--- src/rtl/instr_sequencer.sv ---
// Program-RAM instruction feeder for the 12-bit CPU input: loads words in IDLE,
// then streams RAM[0..len-1] one word per unstalled cycle, optionally looping.
module instr_sequencer #(
    parameter int          DEPTH    = 16,
    parameter int          AW       = 4,
    parameter logic [11:0] NOP_WORD = 12'h000
) (
    input  logic          Clk_i,
    input  logic          Rst_n_i,
    input  logic          Load_En_i,
    input  logic [AW-1:0] Load_Addr_i,
    input  logic [11:0]   Load_Data_i,
    input  logic [AW:0]   Prog_Len_i,
    input  logic          Loop_i,
    input  logic          Start_i,
    input  logic          Hold_i,
    input  logic          Abort_i,
    output logic [11:0]   Instr_o,
    output logic          Instr_Valid_o,
    output logic [AW-1:0] Pc_o,
    output logic          Busy_o,
    output logic          Done_o
);

    typedef enum logic {
        IDLE = 1'b0,
        RUN  = 1'b1
    } stateT;

    localparam logic [AW:0] DepthLen = (AW+1)'(DEPTH);

    stateT          state_q;
    logic [11:0]    ram_q [DEPTH];
    logic [AW-1:0]  pc_q;
    logic [AW:0]    len_q;
    logic           loop_q;
    logic [11:0]    instr_q;
    logic           valid_q;
    logic           done_q;

    logic [AW:0]    len_d;
    logic           lastWord_d;

    always_comb begin
        len_d      = (Prog_Len_i > DepthLen) ? DepthLen : Prog_Len_i;
        lastWord_d = ({1'b0, pc_q} == (len_q - 1'b1));
    end

    // Program RAM has no reset; writes are accepted only while idle and out of reset.
    always_ff @(posedge Clk_i) begin
        if (Rst_n_i && (state_q == IDLE) && Load_En_i) begin
            ram_q[Load_Addr_i] <= Load_Data_i;
        end
    end

    always_ff @(posedge Clk_i) begin
        if (!Rst_n_i) begin
            state_q <= IDLE;
            pc_q    <= '0;
            len_q   <= '0;
            loop_q  <= 1'b0;
            instr_q <= NOP_WORD;
            valid_q <= 1'b0;
            done_q  <= 1'b0;
        end else begin
            case (state_q)
                IDLE: begin
                    instr_q <= NOP_WORD;
                    valid_q <= 1'b0;
                    done_q  <= 1'b0;
                    if (Start_i && (Prog_Len_i != '0)) begin
                        len_q   <= len_d;
                        loop_q  <= Loop_i;
                        pc_q    <= '0;
                        state_q <= RUN;
                    end
                end
                RUN: begin
                    if (Abort_i) begin
                        state_q <= IDLE;
                        pc_q    <= '0;
                        instr_q <= NOP_WORD;
                        valid_q <= 1'b0;
                        done_q  <= 1'b0;
                    end else if (Hold_i) begin
                        instr_q <= NOP_WORD;
                        valid_q <= 1'b0;
                        done_q  <= 1'b0;
                    end else begin
                        instr_q <= ram_q[pc_q];
                        valid_q <= 1'b1;
                        // On the last word the run either wraps or finishes with a Done pulse.
                        if (lastWord_d) begin
                            pc_q <= '0;
                            if (!loop_q) begin
                                state_q <= IDLE;
                                done_q  <= 1'b1;
                            end else begin
                                done_q  <= 1'b0;
                            end
                        end else begin
                            pc_q   <= pc_q + 1'b1;
                            done_q <= 1'b0;
                        end
                    end
                end
                default: begin
                    state_q <= IDLE;
                    pc_q    <= '0;
                    instr_q <= NOP_WORD;
                    valid_q <= 1'b0;
                    done_q  <= 1'b0;
                end
            endcase
        end
    end

    assign Instr_o       = instr_q;
    assign Instr_Valid_o = valid_q;
    assign Pc_o          = pc_q;
    assign Busy_o        = (state_q == RUN);
    assign Done_o        = done_q;

endmodule

--- config.mk ---
export PLATFORM = sky130hd
export DESIGN_NAME = instr_sequencer
export DESIGN_NICKNAME = d
export VERILOG_FILES = /design/src/rtl/instr_sequencer.sv
export SDC_FILE = /design/constraint.sdc
export NUM_CORES = 1
export LEC_CHECK = 0
export ABC_CLOCK_PERIOD_IN_PS = 2300
export BUFFER_PORTS_ARGS = -buffer_cell sky130_fd_sc_hd__buf_2
export CAP_MARGIN = 5
export CORE_MARGIN = 3
export CORE_UTILIZATION = 54
export CTS_CLUSTER_SIZE = 12
export DETAILED_ROUTE_END_ITERATION = 10
export PLACE_DENSITY = 0.75
export SLEW_MARGIN = 20
export SYNTH_ARGS = -nofsm -noshare
export SYNTH_HDL_FRONTEND = slang
export SYNTH_SLANG_ARGS = --single-unit
--- constraint.sdc ---
create_clock -name Clk_i -period 2.3 [get_ports Clk_i]
set_input_delay 0.345 -clock Clk_i [delete_from_list [all_inputs] [get_ports Clk_i]]
set_output_delay 0.345 -clock Clk_i [all_outputs]
set_load 0.01 [all_outputs]
# Yosys cells after proc, flatten, opt, wreduce, memory -nomap -nowiden
# Memory sizes are Yosys's and may differ from the RTL's. A register that Yosys moved wholly into a read port is not among the register bits.
# Index checks and enable logic that the tools add are counted.
[totals]
elab_cells = 48
ramBits = 192
register_bits = 25
memories = 1
input_bits = 28
output_inout_bits = 19
[mem_list]
columns = ["name", "words", "width", "read_ports", "rd_ports_with_merged_regs", "wr", "line", "rtl"]
rows = [
  ["ram_q", 16, 12, 1, 1, 1, "33", "logic [11:0] ram_q [DEPTH];"],
]
[op_classes]
n_reduce_logical = 6
bitwise = 1
muxes = 27
n_eq_ne = 3
magnitude_cmp = 1
n_addsub = 2
[op_table]
columns = ["operator", "n"]
rows = [
  ["2-to-1 mux 12 bit", 2],
  ["2-to-1 mux 4 bit", 6],
  ["one-hot mux 12 bit (2 select lines)", 1],
  ["2-to-1 mux 1 bit", 13],
  ["one-hot mux 4 bit (2 select lines)", 1],
  ["one-hot mux 1 bit (2 select lines)", 3],
  ["== test 4 x 5 -> 1 bit", 1],
  ["> comparator 5 bit (second input constant)", 1],
  ["2-to-1 mux 5 bit", 1],
  ["nonzero test 5 bit", 1],
  ["subtractor 5 x 1 -> 5 bit (second input constant)", 1],
  ["adder 4 x 1 -> 4 bit (second input constant)", 1],
  ["AND reduction 2 bit", 2],
  ["logical AND 1 bit", 3],
  ["inequality test 3 bit (second input constant)", 1],
  ["inequality test 2 x 1 -> 1 bit (second input constant)", 1],
  ["inverter 1 bit", 1],
]

# Longest topological paths before layout
# Gate-level depths: netlist (run 1).
[logic_depth]
depth_word = 8
depth_mapped = 7
ltp_nobuf = 7

# Least setup slack after synthesis (run 1)
# OpenSTA, ideal clock, no wires.
[synth_timing]
path_type = "input to register"
start = "input Rst_n_i"
end = "memory ram_q[0][0] (enable)"
setup_time_ns = 0.396
n_path_buf = 0
arrival_time_ns = 1.864
slack_ns = 0.040
stages = 4
required_ns = 1.904
path_cell_list = "clkinv_1 > nor4b_1 > nand2b_1 > nor3_1"
[synth_via]
elab_chain_len = 4
[synth_rtl]
columns = ["element", "line", "rtl"]
rows = [
  ["from (decl)", "9", "input logic Rst_n_i,"],
  ["logical AND 1 bit (2 in series)", "51", "if (Rst_n_i && (state_q == IDLE) && Load_En_i) begin"],
  ["2-to-1 mux 1 bit", "51", ""],
  ["2-to-1 mux 1 bit (implied by the code)", "52", "ram_q[Load_Addr_i] <= Load_Data_i;"],
  ["to (decl)", "33", ""],
]
# Every way passes these cells.

# Final worst setup path (run 1)
[layout_timing]
start = "register len_q[0]"
end = "register state_q (netlist: Busy_o)"
[layout_via]
elab_chain_len = 6
[layout_rtl]
columns = ["element", "line", "rtl"]
rows = [
  ["from (decl)", "35", "logic [AW:0] len_q;"],
  ["from (signal assigned)", "72", "len_q <= len_d;"],
  ["subtractor 5 x 1 -> 5 bit", "46", "lastWord_d = ({1'b0, pc_q} == (len_q - 1'b1));"],
  ["== test 4 x 5 -> 1 bit", "46", ""],
  ["2-to-1 mux 1 bit", "93", "if (lastWord_d) begin"],
  ["2-to-1 mux 1 bit", "85", "end else if (Hold_i) begin"],
  ["2-to-1 mux 1 bit", "79", "if (Abort_i) begin"],
  ["one-hot mux 1 bit (2 select lines)", "66", "case (state_q)"],
  ["to (signal assigned)", "75", "state_q <= RUN;"],
  ["to (signal assigned)", "80", "state_q <= IDLE;"],
  ["to (signal assigned)", "96", "state_q <= IDLE;"],
  ["to (decl)", "32", "stateT state_q;"],
]
# Every way passes these cells.
# A chain may end at the register's enable or synchronous reset.

==> results of run 1 <==
==> critical path: cells and delay by family, from the launching register on <==
family,cells,cell delay (ns)
AOI/OAI and AO/OA,5,1.10
DFF,1,0.39
adders and majority gates,1,0.24
buffers and inverters,1,0.06
==> per-stage QoR <==
stage          instances  area [µm²]  worst slack [ns]  hold WS, ns  power [W]
6_report             744        9850             0.358        0.123    0.00782
5_1_grt              744        9850             0.206        0.116    0.00810
4_1_cts              744        9850             0.338        0.106    0.00790
3_5_place_dp         703        9200             0.357        0.480    0.00472
3_3_place_gp         703        9200             0.436        0.481    0.00471
2_1_floorplan        424        8450            0.0400        0.428    0.00460
==> how the worst max path moves through the flow <==
| stage | end | slack (ns) |
|---|---|---|
| finish | Busy_o | 0.36 |
| global route | Busy_o | 0.21 |
| CTS | Busy_o | 0.34 |
| detailed placement | Busy_o | 0.36 |
| global placement | Instr_o[6] | 0.44 |
| floorplan | ram_q[0][0] | 0.04 |
==> logic make-up (layout without fill, tap and decap cells) <==
kind of cell | count (synthesis) | after routing | share of synthesized area [%]
DFF | 221 | 221 | 75.1
adders and majority gates | 2 | 2 | 0.296
muxes | 62 | 62 | 14.4
xor gates and xnor gates | 5 | 5 | 0.518
and+or+nand+nor | 68 | 68 | 4.37
AOI/OAI and AO/OA | 42 | 42 | 3.83
buffers and inverters | 24 | 133 | 1.45
==> layout by cell type, fill, tap and decap left out, types with 4 or more instances in the layout <==
master / n
mux4_2: 48
inv_1: 5
mux2i_1: 14
clkinv_1: 7
clkbuf_1: 10
nor2_1: 18
clkbuf_16: 23
buf_2: 46
a21oi_1: 6
nand2b_1: 4
dfxtp_1: 26
buf_4: 38
a211oi_1: 25
nand2_1: 6
edfxtp_1: 192
nor3_2: 4
nor2b_1: 18
nand3_1: 5
==> routing by layer <==
| layer | up-vias | part of all wire (%) |
|---|---|---|
| met5 | - | 0 |
| met4 | 0 | 3.4 |
| met3 | 39 | 9.1 |
| met2 | 182 | 50 |
| met1 | 2207 | 37 |
| li1 | 1924 | - |
==> registers in the layout, summed over array words and instances (netlist names), named ones only <==
name,count
Pc_o,4
Instr_o,12
Instr_Valid_o,1
loop_q,1
Busy_o,1
ram_q,192
Done_o,1
len_q,5
==> final cells by class <==
cell class	instances	area (µm²)
clock buffer	33	613
clock inverter	8	36.3
fill	1040	5410
inverter	6	22.5
multi-input combinational	179	2000
sequential	221	6350
tap	211	264
timing repair buffer	86	556
==> cells in the mapped netlist, types with 3 or more instances <==
cell type,number,share of area (%)
buf_2,8,0.47
clkbuf_1,6,0.27
nor2_1,18,0.80
nor3_1,6,0.36
nand3_1,5,0.30
nor2b_1,18,1.3
xor2_1,3,0.31
nand2b_1,4,0.30
mux4_2,48,13
a21oi_1,6,0.36
nand4_1,3,0.22
nand2_1,6,0.27
edfxtp_1,192,68
dfxtp_1,29,6.9
inv_1,5,0.22
mux2i_1,14,1.7
a211oi_1,25,2.2
==> where the power goes <==
| group | leakage [nW] | internal (W) | switching (W) | total (W) |
|---|---|---|---|---|
| registers | 1.97 | 0.00438 | 0.0000174 | 0.00440 |
| logic | 0.947 | 0.0000945 | 0.000137 | 0.000232 |
| clock network | 0.313 | 0.00184 | 0.00134 | 0.00318 |
==> results.json, run 1 <==
{
  "outcome": "finished, final reports clean",
  "grt_pass1_vias": 4605,
  "cp-start-kind": "flop",
  "final_util_pct": 64.5,
  "worstSetupStartpoint": "len_q[0]",
  "synth_enable_flop_cells": 192,
  "use_met3_pct": 4.98,
  "die_y_um": 131,
  "post_cts_buffers": 0,
  "root_buffer": "clkbuf_16",
  "rr_endpoint": "Busy_o",
  "ios": 47,
  "synth-main-ff-cell": "edfxtp_1",
  "hold_path.class": "input pin to flop",
  "p_per_area_nw_per_um2": 794,
  "cts_max_level": 1,
  "die_w_um": 131,
  "slew_headroom_pct": 58.8,
  "grt_pass1_wl_um": 27100,
  "antenna_found_initial": 0,
  "grtUsageMet2_pct": 34.1,
  "gp_congestion": 0.850,
  "nets": 547,
  "syn_nets": 454,
  "cts_hold_buf": 0,
  "num_vias": 4352,
  "final_antenna_net_count": 0,
  "cp_slowest_cell": "dfxtp_1",
  "drive_gt1_share_pct": 32.3,
  "wl_per_cell_um": 23.3,
  "hold_start": "Loop_i",
  "cp_cell_sequence": "inv_1 > ha_1 > o21ba_2 > a221oi_2 > o2111ai_2 > o31ai_1 > a21boi_0",
  "ys_seq_elements": 221,
  "worst_path_largest_cell_delay_ns": 0.39,
  "ff2ff_setup_slack_ns": 0.36,
  "tritoncts": "done",
  "leakagePower_nw": 3.23,
  "synthArstFlopShare_pct": 0,
  "setup_viol": 0,
  "min_delay_worst_endpoint": "loop_q",
  "fmax_mhz": 515,
  "first_iter_violations": 296,
  "track_usage_pct": 20.8,
  "diodes": 0,
  "cts.repair.resized": 0,
  "ys_warn_count": 0,
  "fin_crit_sh_pct": 84.4,
  "drt_pre_antenna_iters": 4,
  "grt_max_degree": 24,
  "ff2ff_path_depth": 7,
  "worst_pin_slew_ns": 0.617,
  "ir_worst_vdd_mv": 0.661,
  "hold_viol_final": 0,
  "grt-ovfl-total": 0,
  "drv_slew": 0,
  "syn-mean-instance-area_um2": 19.9,
  "syn_inst": 424,
  "maxCapViolCount": 0,
  "period_minus_slack_ns": 1.94,
  "synth_cell_types": 38,
  "globalRoute.busiestLayer": "met2",
  "clk_pin_slew_ns": 0.05,
  "vias_per_cell": 5.85,
  "crit_required_ns": 2.66,
  "worstReg2RegStart": "len_q[0]",
  "whs_path_depth": 3,
  "clockBufferDepth": 3,
  "core_um2": 15300,
  "syn2layout_area_growth_pct": 16.5,
  "num_rows": 45,
  "cp_max_fo": 7,
  "clock_latency_ns": 0.50,
  "worstPathArrival_ns": 2.30,
  "place_hpwl_um": 11000,
  "cts_sinks": 221,
  "use_met1_pct": 27.5,
  "fin_setup_tns_ns": 0,
  "cts_buffers": 23,
  "syn_area_um2": 8450,
  "numPortBuffers": 46,
  "cp-end-kind": "flop",
  "post-route-drc-count": 0,
  "wl_um": 17300,
  "crit_type": "flop to flop",
  "yosysSeqAreaShare_pct": 75.1,
  "rsz0062_at_grt": "false",
  "start_util_pct": 55.4,
  "final.setup_skew_ns": 0.0114,
  "fp.dieArea_um2": 17200
}
Note: power is estimated with default switching activity, not from simulation.
==> run 2, diff against run 1 <==
--- a/config.mk
+++ b/config.mk
@@ -5,14 +5,15 @@
 export SDC_FILE = /design/constraint.sdc
 export NUM_CORES = 1
 export LEC_CHECK = 0
-export ABC_CLOCK_PERIOD_IN_PS = 2300
+export ABC_AREA = 1
+export ABC_CLOCK_PERIOD_IN_PS = 2000
 export BUFFER_PORTS_ARGS = -buffer_cell sky130_fd_sc_hd__buf_2
 export CAP_MARGIN = 5
 export CORE_MARGIN = 3
-export CORE_UTILIZATION = 54
+export CORE_UTILIZATION = 60
 export CTS_CLUSTER_SIZE = 12
 export DETAILED_ROUTE_END_ITERATION = 10
-export PLACE_DENSITY = 0.75
+export PLACE_DENSITY = 0.78
 export SLEW_MARGIN = 20
 export SYNTH_ARGS = -nofsm -noshare
 export SYNTH_HDL_FRONTEND = slang
==> constraint.sdc (replaced) <==
create_clock -name Clk_i -period 2 [get_ports Clk_i]
set_input_delay 0.3 -clock Clk_i [delete_from_list [all_inputs] [get_ports Clk_i]]
set_output_delay 0.3 -clock Clk_i [all_outputs]
set_load 0.01 [all_outputs]
==> run 2 against run 1 <==
  * First-iteration DRC count grew to 2.7 times the previous value
  * Global-route usage is 4.6 points higher
  * Total power is 24% higher
  * Worst setup slack worse by 0.11 ns
  * Wire length is 16% higher
  * Critical endpoint is now Instr_o[8]
  * Maximum frequency is 11% higher
  * Clock power is 19% higher
  * Area after synthesis is 4.8% higher
  * Cell count is 36% higher
  * Sequential share of layout area is 0.73 points lower
  * Count of clock-buffer cells in the layout is 6 higher
==> results.json, run 2 <==
{
  "path_buf_inv": 2,
  "antenna_found_initial": 0,
  "syn_area_um2": 8850,
  "drt_pre_antenna_iters": 5,
  "largest_register_ffs": 192,
  "num_vias": 5970,
  "cts_max_level": 1,
  "gp_congestion": 0.925,
  "nets": 847,
  "vias_per_cell": 5.89,
  "cts_hold_buf": 0,
  "crit_required_ns": 2.43,
  "synthArstFlopShare_pct": 0,
  "final_antenna_net_count": 0,
  "place_hpwl_um": 12800,
  "total_power_w": 0.00968,
  "cp_slowest_cell": "dfxtp_4",
  "slew_headroom_pct": 68.0,
  "placed_cells": 972,
  "stdcell_area_um2": 9960,
  "yosys.area.top_type": "edfxtp_1",
  "cp_max_fo": 37,
  "die_y_um": 127,
  "root_buffer": "clkbuf_16",
  "post-route-drc-count": 0,
  "cts.repair.resized": 0,
  "rsz0062_at_grt": "false",
  "clock_latency_ns": 0.50,
  "cp_cell_sequence": "inv_6 > buf_4 > nor2_1 > o21ai_0 > nand2_1 > nand3_1 > nand2_1 > nor2_1",
  "synth_enable_flop_cells": 192,
  "worst_path_largest_cell_delay_ns": 0.44,
  "start_util_pct": 62.6,
  "layout_common_cells": "edfxtp_1 (192), nor2_1 (160), o21ai_0 (90)",
  "post_cts_buffers": 0,
  "die_w_um": 127,
  "track_usage_pct": 25.4,
  "yosysSeqAreaShare_pct": 71.7,
  "fmax_mhz": 569,
  "maxCapViolCount": 0,
  "syn2layout_area_growth_pct": 12.4,
  "setup_viol": 0,
  "ir_worst_vdd_mv": 0.685,
  "grt-ovfl-total": 0,
  "syn-mean-instance-area_um2": 11.7,
  "stdcell_count": 1013,
  "grt_max_degree": 65,
  "hold_viol_final": 0,
  "fin_setup_tns_ns": 0,
  "final.setup_skew_ns": 0.0135,
  "layout_commonest_cell": "edfxtp_1",
  "ios": 47,
  "synth-main-ff-cell": "edfxtp_1",
  "syn_nets": 784,
  "crit_type": "flop to flop",
  "yosys-top-cells-count": "edfxtp_1 (192), nor2_1 (160), o21ai_0 (90), nand2_1 (86), inv_1 (39)",
  "grt_pass1_wl_um": 31900,
  "cp_top_family": "buffers and inverters",
  "synth_cell_types": 26,
  "ys_seq_elements": 221,
  "drive_gt1_share_pct": 13.1,
  "diodes": 0,
  "fin_ws_ns": 0.244,
  "synth_top_area_share_pct": 65.1,
  "largest_register": "ram_q",
  "pre_cts_ws_ns": 0.315,
  "tritoncts": "done",
  "clockBufferDepth": 3,
  "core_um2": 14100,
  "synth.area.top_cells": "edfxtp_1 (65%), nor2_1 (6.8%), dfxtp_1 (6.6%), o21ai_0 (5.1%), nand2_1 (3.6%)",
  "period_minus_slack_ns": 1.76,
  "fin_crit_sh_pct": 87.8,
  "cts_sinks": 221,
  "grt_pass1_vias": 5864,
  "cts_buffers": 23,
  "numPortBuffers": 46,
  "outcome": "finished, final reports clean",
  "drv_slew": 0,
  "clk_pin_slew_ns": 0.06,
  "syn_inst": 754,
  "placed_area_um2": 9300,
  "cp-end-kind": "flop",
  "leakagePower_nw": 3.66,
  "wl_per_cell_um": 19.9,
  "yosysMostFrequentCell": "edfxtp_1",
  "num_rows": 43,
  "fp.dieArea_um2": 16300,
  "wl_um": 20200,
  "cp-start-kind": "flop",
  "hold_path.class": "input pin to flop",
  "worstPathArrival_ns": 2.19,
  "ys_warn_count": 0,
  "p_per_area_nw_per_um2": 972,
  "worst_pin_slew_ns": 0.480,
  "first_iter_violations": 797
}
==> run 2: changes by cell type after synthesis, moves of 14 or more <==
cell / delta
nor2_1: +142
o21ai_0: +89
nand2_1: +80
mux4_2: -48
inv_1: +34
a21oi_1: +28
o211ai_1: +23
a211oi_1: -21
nor2b_1: -18
o21ai_1: +18
nand3_1: +15
mux2i_1: -14
==> run 2: path summary, 6_finish.rpt <==
| path | from | endpoint | slack, ns | cells after the start |
|---|---|---|---|---|
| worst min-delay path | Loop_i | loop_q | 0.06 | 3 |
| worst max-delay path | flop | Instr_o[8] | 0.24 | 8 |
| worst min register to register | loop_q | loop_q | 0.49 | 2 |
| worst max register to register | flop | Instr_o[8] | 0.24 | 8 |
==> run 2: power by group <==
group          switching, W  total [W]  internal (W)  leakage (nW)
registers         0.0000447    0.00510       0.00506          1.97
logic              0.000532   0.000777      0.000244          1.38
clock network       0.00161    0.00380       0.00218         0.314
==> run 2: metrics by stage <==
| step | hold slack, ns | utilization, % |
|---|---|---|
| finish | 0.0552 | 70.4 |
| global route | 0.106 | 70.4 |
| CTS | 0.0496 | 70.4 |
| detailed placement | 0.481 | 65.7 |
| global placement | 0.470 | 65.7 |
| floorplan | 0.399 | - |
==> run 2: kinds of logic (layout without fill, tap and decap cells) <==
logic type / count (synthesis) / count (layout) / share of synthesized area (%)
AND/OR/NAND/NOR: 269 / 269 / 11.8
flip-flops: 221 / 221 / 71.7
AO/OA/AOI/OAI: 175 / 175 / 10.8
buffers and inverters: 82 / 161 / 5.02
XOR/XNOR: 5 / 5 / 0.495
adder cells (fa/ha/maj): 2 / 2 / 0.283
==> run 2: per-layer routing <==
metal	track usage [%]	part of all wire (%)	vias up
met1	37.4	42	2836
met5	0	0	-
met3	4.85	9.0	45
met4	10.4	3.4	0
met2	37.8	46	330
li1	-	-	2759
==> run 2: final cells by class <==
| cell class | instances | area, µm² |
|---|---|---|
| sequential | 221 | 6350 |
| fill | 965 | 4190 |
| multi-input combinational | 451 | 2060 |
| clock buffer | 39 | 646 |
| timing repair buffer | 78 | 495 |
| tap | 180 | 225 |
| inverter | 42 | 163 |
| clock inverter | 2 | 12.5 |
==> run 2: worst reg2reg max path, cell delays in order (launching register included) <==
cell,delay (ns)
dfxtp_4,0.44
inv_6,0.25
buf_4,0.22
nor2_1,0.05
o21ai_0,0.37
nand2_1,0.09
nand3_1,0.10
nand2_1,0.08
nor2_1,0.10
==> run 3, diff against run 2 <==
--- a/config.mk
+++ b/config.mk
@@ -5,7 +5,6 @@
 export SDC_FILE = /design/constraint.sdc
 export NUM_CORES = 1
 export LEC_CHECK = 0
-export ABC_AREA = 1
 export ABC_CLOCK_PERIOD_IN_PS = 2000
 export BUFFER_PORTS_ARGS = -buffer_cell sky130_fd_sc_hd__buf_2
 export CAP_MARGIN = 5
@@ -13,7 +12,7 @@
 export CORE_UTILIZATION = 60
 export CTS_CLUSTER_SIZE = 12
 export DETAILED_ROUTE_END_ITERATION = 10
-export PLACE_DENSITY = 0.78
+export PLACE_DENSITY = 0.79
 export SLEW_MARGIN = 20
 export SYNTH_ARGS = -nofsm -noshare
 export SYNTH_HDL_FRONTEND = slang
==> run 3 against run 2 <==
  * Flip-flop and latch count did not move
  * Non-clock buffer count grew 12
  * Worst setup slack lost 0.093 ns
  * Worst hold slack improved by 0.031 ns
  * Cell count fell by 30%
  * Largest power group unchanged
  * Critical path type unchanged
  * Highest routed layer unchanged
==> results.json, run 3 (synthesis gave the netlist of run 1 again) <==
{
  "place_hpwl_um": 11300,
  "syn2layout_area_growth_pct": 17.4,
  "num_vias": 4527,
  "hold_viol_final": 0,
  "crit_required_ns": 2.37,
  "cp_slowest_cell": "dfxtp_2",
  "die_y_um": 125,
  "vias_per_cell": 6.34,
  "drt_pre_antenna_iters": 5,
  "root_buffer": "clkbuf_16",
  "fmax_mhz": 541,
  "path_buf_inv": 1,
  "grt_max_degree": 24,
  "cp_cell_sequence": "inv_1 > ha_2 > o21ba_2 > a221oi_2 > o2111ai_2 > o31ai_1 > a21boi_0",
  "final.setup_skew_ns": 0.0156,
  "tritoncts": "done",
  "wl_per_cell_um": 24.9,
  "fin_crit_sh_pct": 92.5,
  "start_util_pct": 62.6,
  "post-route-drc-count": 0,
  "antenna_found_initial": 0,
  "ir_worst_vdd_mv": 0.995,
  "maxCapViolCount": 0,
  "first_iter_violations": 506,
  "post_cts_buffers": 0,
  "grt_pass1_vias": 4609,
  "diodes": 0,
  "largest_register": "ram_q",
  "rsz0062_at_grt": "false",
  "fp.dieArea_um2": 15500,
  "worst_path_largest_cell_delay_ns": 0.35,
  "cts_buffers": 23,
  "hold_path.class": "input pin to flop",
  "clock_latency_ns": 0.51,
  "core_um2": 13500,
  "clk_pin_slew_ns": 0.06,
  "track_usage_pct": 23.2,
  "clockBufferDepth": 3,
  "num_rows": 42,
  "gp_congestion": 0.823,
  "largest_register_ffs": 192,
  "layout_commonest_cell": "edfxtp_1",
  "placed_area_um2": 9220,
  "cts_sinks": 221,
  "crit_type": "flop to flop",
  "cp_max_fo": 7,
  "wl_um": 17700,
  "leakagePower_nw": 3.28,
  "numPortBuffers": 46,
  "cp-end-kind": "flop",
  "p_per_area_nw_per_um2": 932,
  "nets": 551,
  "final_antenna_net_count": 0,
  "ios": 47,
  "stdcell_area_um2": 9920,
  "setup_viol": 0,
  "cts_max_level": 1,
  "grt_pass1_wl_um": 27300,
  "outcome": "finished, final reports clean",
  "die_w_um": 125,
  "slew_headroom_pct": 50.7,
  "layout_common_cells": "edfxtp_1 (192), mux4_2 (48), buf_2 (46)",
  "drive_gt1_share_pct": 33.6,
  "grt-ovfl-total": 0,
  "drv_slew": 0,
  "worst_pin_slew_ns": 0.738,
  "fin_setup_tns_ns": 0,
  "cp_top_family": "compound AO/OA/AOI/OAI gates",
  "num-fill-cells": 776,
  "period_minus_slack_ns": 1.85,
  "worstPathArrival_ns": 2.22,
  "cp-start-kind": "flop"
}
run 3: changes by cell type in the layout (fill, tap and decap cells not counted), sizes merged, moves of 6 or more:
| cell | before | now |
|---|---|---|
| a211oi | 4 | 25 |
| a21oi | 34 | 6 |
| buf | 78 | 90 |
| inv | 43 | 6 |
| mux2i | 0 | 14 |
| mux4 | 0 | 48 |
| nand2 | 86 | 6 |
| nand3 | 20 | 5 |
| nor2 | 161 | 18 |
| nor2b | 0 | 18 |
| nor3 | 0 | 6 |
| o211ai | 24 | 1 |
| o21ai | 108 | 2 |
run 3: final cells by class:
class | instances | area (µm²) | area share [%]
Clock buffer | 38 | 663 | 6.68
Clock inverter | 4 | 32.5 | 0.328
Inverter | 6 | 22.5 | 0.227
Multi-Input combinational cell | 179 | 2010 | 20.2
Sequential cell | 221 | 6350 | 64.0
Tap cell | 176 | 220 | 2.22
Timing Repair Buffer | 90 | 623 | 6.28
run 3: metrics by stage:
step | std cells | util (%) | total power, W | setup slack (ns) | hold slack (ns)
2_1_floorplan | 424 | - | 0.00529 | 0.0694 | 0.399
3_3_place_gp | 672 | 68.3 | 0.00542 | 0.136 | 0.475
3_5_place_dp | 672 | 68.3 | 0.00544 | 0.123 | 0.493
4_1_cts | 714 | 73.4 | 0.00932 | 0.121 | 0.0739
5_1_grt | 714 | 73.5 | 0.00954 | 0.0380 | 0.0866
6_report | 714 | 73.5 | 0.00925 | 0.151 | 0.0859
run 3: layer usage:
layer	GRT usage, %	vias up	part of all wire [%]
met1	32.0	2321	40
met3	3.52	46	7.7
met4	8.38	0	3.7
li1	-	1937	-
met5	0	-	0
met2	38.2	223	49
run 3: repair_timing:
item | 4_1_cts | 5_1_grt
gates resized for setup | 0 | 3
hold endpoints to repair | 0 | 0
hold buffers | 0 | 0
endpoints found under the setup margin | 0 | 1
run 3: final timing paths:
| kind | startpoint | endpoint | slack, ns | cells past startpoint |
|---|---|---|---|---|
| worst max-delay path | len_q[0] | Busy_o | 0.15 | 7 |
| worst min register to register | loop_q | Done_o | 0.51 | 1 |
| worst min-delay path | Prog_Len_i[0] | len_q[0] | 0.09 | 3 |
| worst max register to register | len_q[0] | Busy_o | 0.15 | 7 |
run 3: power breakdown:
part           internal [W]  total (W)  switching (W)
clock network       0.00227    0.00390        0.00163
registers           0.00504    0.00506      0.0000184
logic              0.000115   0.000287       0.000171
run 3: tightest hold or removal path, cell delays in order:
cell     delay [ns]
buf_2          0.09
a32oi_1        0.08
nor2_1         0.07
